### src/rtl/mips_pkg.sv
// Shared MIPS decode definitions: opcode/funct/REGIMM-rt encodings,
// instruction field positions, the link register number and the
// branch-condition selector used by branch_cmp.
package mips_pkg;

  localparam int unsigned OP_HI    = 31;
  localparam int unsigned OP_LO    = 26;
  localparam int unsigned RS_HI    = 25;
  localparam int unsigned RS_LO    = 21;
  localparam int unsigned RT_HI    = 20;
  localparam int unsigned RT_LO    = 16;
  localparam int unsigned RD_HI    = 15;
  localparam int unsigned RD_LO    = 11;
  localparam int unsigned FUNCT_HI = 5;
  localparam int unsigned FUNCT_LO = 0;
  localparam int unsigned IMM_HI   = 15;
  localparam int unsigned IDX_HI   = 25;

  localparam logic [5:0] OP_SPECIAL = 6'b000000;
  localparam logic [5:0] OP_REGIMM  = 6'b000001;
  localparam logic [5:0] OP_J       = 6'b000010;
  localparam logic [5:0] OP_JAL     = 6'b000011;
  localparam logic [5:0] OP_BEQ     = 6'b000100;
  localparam logic [5:0] OP_BNE     = 6'b000101;
  localparam logic [5:0] OP_BLEZ    = 6'b000110;
  localparam logic [5:0] OP_BGTZ    = 6'b000111;

  localparam logic [5:0] FN_JR   = 6'b001000;
  localparam logic [5:0] FN_JALR = 6'b001001;

  localparam logic [4:0] RT_BLTZ   = 5'b00000;
  localparam logic [4:0] RT_BGEZ   = 5'b00001;
  localparam logic [4:0] RT_BLTZAL = 5'b10000;
  localparam logic [4:0] RT_BGEZAL = 5'b10001;

  localparam logic [4:0] REG_RA = 5'd31;

  typedef enum logic [2:0] {
    CMP_EQ,
    CMP_NE,
    CMP_LEZ,
    CMP_GTZ,
    CMP_LTZ,
    CMP_GEZ,
    CMP_ALWAYS
  } cmp_sel_e;

  // Branch displacement: sign-extended word offset converted to bytes.
  function automatic logic [31:0] br_offset(input logic [15:0] imm);
    return {{14{imm[15]}}, imm, 2'b00};
  endfunction

endpackage

### src/rtl/branch_cmp.sv
// Branch condition evaluator (combinational).
//   i_sel   : condition select
//   i_rs    : rs operand (signed)
//   i_rt    : rt operand (signed)
//   o_taken : condition holds
module branch_cmp
  import mips_pkg::*;
(
  input  cmp_sel_e    i_sel,
  input  logic [31:0] i_rs,
  input  logic [31:0] i_rt,
  output logic        o_taken
);

  logic w_rs_neg;
  logic w_rs_zero;

  assign w_rs_neg  = i_rs[31];
  assign w_rs_zero = (i_rs == '0);

  always_comb begin
    o_taken = 1'b0;
    case (i_sel)
      CMP_EQ:     o_taken = (i_rs == i_rt);
      CMP_NE:     o_taken = (i_rs != i_rt);
      CMP_LEZ:    o_taken = w_rs_neg | w_rs_zero;
      CMP_GTZ:    o_taken = ~w_rs_neg & ~w_rs_zero;
      CMP_LTZ:    o_taken = w_rs_neg;
      CMP_GEZ:    o_taken = ~w_rs_neg;
      CMP_ALWAYS: o_taken = 1'b1;
      default:    o_taken = 1'b0;
    endcase
  end

endmodule

### src/rtl/branch_unit.sv
// Control-transfer resolver: decodes the instruction at pc, evaluates the
// branch condition, registers the taken target so the PC jumps after the
// delay slot, and supplies link-register write data.
//   clk, rst          : clock, synchronous active-high reset
//   pc, instr         : executing instruction and its address
//   instr_valid       : instr is architecturally executing
//   rs_val, rt_val    : register operands
//   jmp, jmp_adr      : registered jump request and target
//   link_we/reg/val   : combinational link write (val = pc + 8)
//   dslot_err         : one-cycle pulse, transfer found in a delay slot
module branch_unit
  import mips_pkg::*;
(
  input  logic        clk,
  input  logic        rst,
  input  logic [31:0] pc,
  input  logic [31:0] instr,
  input  logic        instr_valid,
  input  logic [31:0] rs_val,
  input  logic [31:0] rt_val,
  output logic        jmp,
  output logic [31:0] jmp_adr,
  output logic        link_we,
  output logic [4:0]  link_reg,
  output logic [31:0] link_val,
  output logic        dslot_err
);

  typedef enum logic {ST_IDLE, ST_SLOT} state_e;

  state_e      r_state;
  state_e      w_next;

  logic [5:0]  w_op;
  logic [4:0]  w_rt;
  logic [5:0]  w_funct;
  logic [31:0] w_pc4;
  logic [31:0] w_br_tgt;
  logic [31:0] w_j_tgt;

  logic        w_xfer;
  logic        w_link;
  logic [31:0] w_tgt;
  cmp_sel_e    w_sel;
  logic        w_taken;
  logic        w_capture;
  logic        w_dslot_set;

  assign w_op     = instr[OP_HI:OP_LO];
  assign w_rt     = instr[RT_HI:RT_LO];
  assign w_funct  = instr[FUNCT_HI:FUNCT_LO];
  assign w_pc4    = pc + 32'd4;
  assign w_br_tgt = w_pc4 + br_offset(instr[IMM_HI:0]);
  assign w_j_tgt  = {w_pc4[31:28], instr[IDX_HI:0], 2'b00};
  assign link_val = pc + 32'd8;

  always_comb begin
    w_xfer   = 1'b0;
    w_link   = 1'b0;
    w_sel    = CMP_ALWAYS;
    w_tgt    = w_br_tgt;
    link_reg = REG_RA;
    case (w_op)
      OP_SPECIAL: begin
        if (w_funct == FN_JR || w_funct == FN_JALR) begin
          w_xfer = 1'b1;
          w_tgt  = rs_val;
          if (w_funct == FN_JALR) begin
            w_link   = 1'b1;
            link_reg = instr[RD_HI:RD_LO];
          end
        end
      end
      OP_REGIMM: begin
        case (w_rt)
          RT_BLTZ:   begin w_xfer = 1'b1; w_sel = CMP_LTZ; end
          RT_BGEZ:   begin w_xfer = 1'b1; w_sel = CMP_GEZ; end
          RT_BLTZAL: begin w_xfer = 1'b1; w_sel = CMP_LTZ; w_link = 1'b1; end
          RT_BGEZAL: begin w_xfer = 1'b1; w_sel = CMP_GEZ; w_link = 1'b1; end
          default:   ;
        endcase
      end
      OP_J:    begin w_xfer = 1'b1; w_tgt = w_j_tgt; end
      OP_JAL:  begin w_xfer = 1'b1; w_tgt = w_j_tgt; w_link = 1'b1; end
      OP_BEQ:  begin w_xfer = 1'b1; w_sel = CMP_EQ;  end
      OP_BNE:  begin w_xfer = 1'b1; w_sel = CMP_NE;  end
      OP_BLEZ: begin w_xfer = 1'b1; w_sel = CMP_LEZ; end
      OP_BGTZ: begin w_xfer = 1'b1; w_sel = CMP_GTZ; end
      default: ;
    endcase
  end

  branch_cmp u_cmp (
    .i_sel   (w_sel),
    .i_rs    (rs_val),
    .i_rt    (rt_val),
    .o_taken (w_taken)
  );

  always_ff @(posedge clk) begin
    if (rst) r_state <= ST_IDLE;
    else     r_state <= w_next;
  end

  // Link writes happen regardless of branch outcome but never from a
  // delay-slot instruction; writes to r0 are dropped.
  always_comb begin
    w_next      = r_state;
    w_capture   = 1'b0;
    w_dslot_set = 1'b0;
    link_we     = 1'b0;
    case (r_state)
      ST_IDLE: begin
        if (instr_valid && w_xfer && w_taken) begin
          w_capture = 1'b1;
          w_next    = ST_SLOT;
        end
        link_we = instr_valid && w_link && (link_reg != '0);
      end
      ST_SLOT: begin
        w_next      = ST_IDLE;
        w_dslot_set = instr_valid && w_xfer;
      end
      default: w_next = ST_IDLE;
    endcase
  end

  always_ff @(posedge clk) begin
    if (rst) begin
      jmp_adr   <= '0;
      dslot_err <= 1'b0;
    end else begin
      if (w_capture) jmp_adr <= w_tgt;
      dslot_err <= w_dslot_set;
    end
  end

  assign jmp = (r_state == ST_SLOT);

endmodule

### config.mk
export PLATFORM = sky130hd
export DESIGN_NAME = branch_unit
export DESIGN_NICKNAME = d
export VERILOG_FILES = /design/src/rtl/mips_pkg.sv /design/src/rtl/branch_cmp.sv /design/src/rtl/branch_unit.sv
export SDC_FILE = /design/constraint.sdc
export NUM_CORES = 1
export LEC_CHECK = 0
export BUFFER_PORTS_ARGS = -buffer_cell sky130_fd_sc_hd__buf_2
export CAP_MARGIN = 20
export CORE_ASPECT_RATIO = 1.4
export CORE_MARGIN = 3
export CORE_UTILIZATION = 54
export CTS_BUF_LIST = sky130_fd_sc_hd__clkbuf_8
export DETAILED_ROUTE_END_ITERATION = 8
export GPL_TIMING_DRIVEN = 0
export PLACE_DENSITY = 0.95
export SYNTH_ARGS = -nofsm -noshare
export SYNTH_HDL_FRONTEND = slang
export SYNTH_HIERARCHICAL = 1
export SYNTH_SLANG_ARGS = --single-unit
export TNS_END_PERCENT = 100
### constraint.sdc
create_clock -name clk -period 11.1 [get_ports clk]
set_clock_uncertainty 0.05 [all_clocks]
set_input_delay 0.555 -clock clk [delete_from_list [all_inputs] [get_ports clk]]
set_output_delay 0.555 -clock clk [all_outputs]
set_load 0.005 [all_outputs]
==> reports/results.txt <==
The count of pins over their slew limit is 0, and the number of standard-cell rows in the floorplan is 39. Synthesis produced a netlist with a net count of 804. For this run, the post-layout net count is 1,007. The summed instance area of the synthesized netlist was 4720 um2; the number of maximum-capacitance constraint violations was 0.

The tools report the overall fraction of global-route tracks in use as 0.338. The largest net degree at the start of global routing was 22. The required time at the worst-slack endpoint came out at 10.50 ns. The ratio of final minimum period to clock period works out to 0.393.

The global-route wire length before repair is 27,100 um, and the upper clock frequency limit is 0.229 GHz. IR analysis of the VDD net gives a maximum drop of 0.0756 mV. The H-tree was split into 2 levels. Summed over all cells, the static leakage comes to 2.60 nW. Relative to the synthesized area, the layout overhead comes to 25.6%. The count of cells in the finished layout, fillers not included, comes to 946.

The die area is 9920 um2, and the cell depth of the worst flop-to-flop path is 6. The detailed placer's ending HPWL was 14,500 um. The class of the worst hold path is reg -> reg. The clock edge transition at the registers on the reported setup and hold paths is 0.06 ns, and the pre-CTS worst setup slack is 6.49 ns. The tools report the share of synthesized area occupied by flip-flops and latches as 0.144. Across all register-to-register paths, the minimum setup slack is 9.12 ns. Synthesis produced a netlist whose cell count is 637.

In this run the standard cell core region covers 8340 um2. The number of setup buffers added after CTS is 0. Summed over all layers, the global routing overflow is 0. Effective utilization at floorplan: 0.566.

A synthesized cell averages 7.41 um2. The tools report the total via count after detailed routing as 6,003. After detailed routing, the number of remaining DRC violations is 0. The instance count after placement with tap cells included came out at 935.

In this run, the number of DRC markers left after iteration 0 of detailed routing was 572. In the synthesized netlist the dominant register cell turns out to be dfxtp_1. The routed design uses 1890 um of met3 wire.

After synthesis the netlist holds a flip-flop and latch count of 34. The clock net in this run drives a total of 34 sinks. The headroom to the max-slew limit is 0.348, and the routed length per instance is 18.5 um. In this run the power density over the cells is 76.6 nW/um2. The number of hold buffers added after CTS was 0. Setup repair after global routing left no endpoint under its margin. The number of synthesized flops with an enable pin was 0. Category of the worst setup path launch point: an input port. The vias per cell came out at 6.35. For this design the top-level I/O count stands at 203. The count of final hold-check violations is 0, and the die width is 85.0 um. The first detailed-routing pass ran for 7 iterations.

The slew at the pin closest to its max-slew limit was 0.971 ns. The share of flip-flops with an asynchronous set or reset works out to 0. Setup violations remaining at the end of the flow were counted as 0. The count of buffers from port buffering works out to 196.

The clock reaches the later pin of the worst-skew pair after 0.28 ns. In the final routing, the length of wire on met1 measures 6000 um. The netlist uses 58 different library cells.

Along the worst path, the maximum fanout reaches 10. Summed over all layers, the routed wires come to 17,500 um. The nature of the critical path endpoint is a primary output. Counting along the longest clock path gives a buffer depth of 2.

In the detailed route, the total length drawn on met2 is 8150 um. The flow ran to the end, and the final reports show no timing, DRC or antenna violations. The detailed router used layers up to and including met4. Counting I/O delays and the setup requirement, the final critical path takes 4.37 ns.

The count of synthesis-stage warnings from yosys was 6; the global placer's final weighted congestion was 1.06. Clock tree synthesis inserted a total of 5 buffers. The height of the die works out to 117 um. TritonCTS built the clock tree. The tools report the worst hold-check slack as 0.446 ns. The share of cells above drive strength 1 works out to 0.259.

Data on the critical path arrives at its endpoint at 3.76 ns. In this run the remaining antenna-violating nets after routing total 0. Once the clock tree was built, the resizer swapped 0 gates to a different size. Classification of the worst setup path: in -> out. The tools report the number of antenna violations at the first check in global routing as 2. Across all setup checks in the final design, the least slack found is 6.73 ns.

The via count of the first global-routing pass is 5,691, and the accumulated negative setup slack is 0 ns. Counting instances, the worst hold path has a depth of 2. Clock tree synthesis selected as its root buffer the cell clkbuf_8.
==> logic make-up after synthesis <==
kind of cell | Yosys count | synth area share
AO/OA/AOI/OAI | 165 | 0.254
XOR/XNOR | 112 | 0.208
adder cells (fa/ha/maj) | 36 | 0.0970
buffers and inverters | 46 | 0.0395
flip-flops | 34 | 0.144
AND/OR/NAND/NOR | 244 | 0.257
==> metal layers <==
| layer | global-route usage | vias up |
|---|---|---|
| met5 | 0 | - |
| met4 | 0.248 | 0 |
| met3 | 0.0607 | 119 |
| met2 | 0.590 | 466 |
| met1 | 0.362 | 2625 |
| li1 | - | 2793 |
==> cell type report <==
| class | count | area [um2] |
|---|---|---|
| diodes | 3 | 7.51 |
| plain buffers | 32 | 134 |
| clock buffers | 6 | 82.6 |
| clock inverters | 2 | 8.76 |
| fillers | 714 | 2410 |
| inverters | 14 | 52.6 |
| multi-input cells | 557 | 3860 |
| flip-flops and latches | 34 | 681 |
| well taps | 102 | 128 |
| repair buffers | 196 | 981 |
==> critical path: stages <==
cell and delay [ns]:
buf_2 0.12, nor4b_1 0.60, nand2_1 0.35, nor3_1 0.82
clkbuf_1 0.49, nand2_1 0.31, a21oi_1 0.20, o21a_1 0.19
buf_2 0.13
==> cells in the mapped netlist, types with 14 or more instances <==
| library cell | instances | area, um2 |
|---|---|---|
| a21oi_1 | 37 | 185 |
| dfxtp_1 | 34 | 681 |
| nor3_1 | 18 | 90.1 |
| inv_1 | 14 | 52.6 |
| o21ai_0 | 15 | 75.1 |
| a222oi_1 | 14 | 140 |
| xnor2_1 | 82 | 718 |
| a211oi_1 | 21 | 158 |
| nor2_1 | 76 | 285 |
| nand3_1 | 24 | 120 |
| nand4_1 | 23 | 144 |
| ha_1 | 35 | 438 |
| xor2_1 | 30 | 263 |
| clkbuf_1 | 27 | 101 |
| nand2_1 | 49 | 184 |
==> cells in the final DEF (no fill, tap or decap), types with 5 or more instances in the layout <==
| master | n |
|---|---|
| o21bai_1 | 6 |
| ha_1 | 35 |
| dfxtp_1 | 34 |
| clkbuf_8 | 6 |
| and3_1 | 8 |
| a22oi_1 | 7 |
| xnor2_1 | 82 |
| a222oi_1 | 14 |
| or3_1 | 5 |
| inv_1 | 15 |
| a221oi_1 | 10 |
| nor2_1 | 76 |
| a211oi_1 | 21 |
| o211ai_1 | 7 |
| nand2_1 | 49 |
| a21o_1 | 11 |
| buf_2 | 198 |
| xor2_1 | 30 |
| or2_2 | 5 |
| clkbuf_1 | 27 |
| a31oi_1 | 7 |
| nor3_1 | 18 |
| nand4_1 | 23 |
| nand2b_1 | 5 |
| nand3_1 | 24 |
| nor4_1 | 11 |
| a21oi_1 | 37 |
| o21ai_0 | 15 |
==> power by group <==
group / internal [mW] / total [mW] / switching, mW
clock: 0.0491 / 0.0933 / 0.0442
combinational: 0.102 / 0.232 / 0.130
sequential: 0.126 / 0.129 / 0.00247
==> worst paths after layout <==
path,end,from
hold / removal,jmp_adr[2],jmp_adr[2]
setup / recovery,link_we,instr[2]
setup reg to reg,jmp_adr[31],jmp
hold reg to reg,jmp_adr[2],jmp_adr[2]
==> flip-flops by register name (all words and copies together) (netlist names) <==
name	cells
dslot_err	1
jmp	1
jmp_adr	32
==> through the flow <==
stage | cell area, um2 | utilization | power, mW
after floorplan | 4720 | - | 0.274
after global placement | 5830 | 0.699 | 0.350
after detailed placement | 5830 | 0.699 | 0.356
after CTS | 5920 | 0.710 | 0.448
after global routing | 5930 | 0.710 | 0.480
final | 5930 | 0.711 | 0.454
No activity file was read; power rests on OpenSTA's default activity.
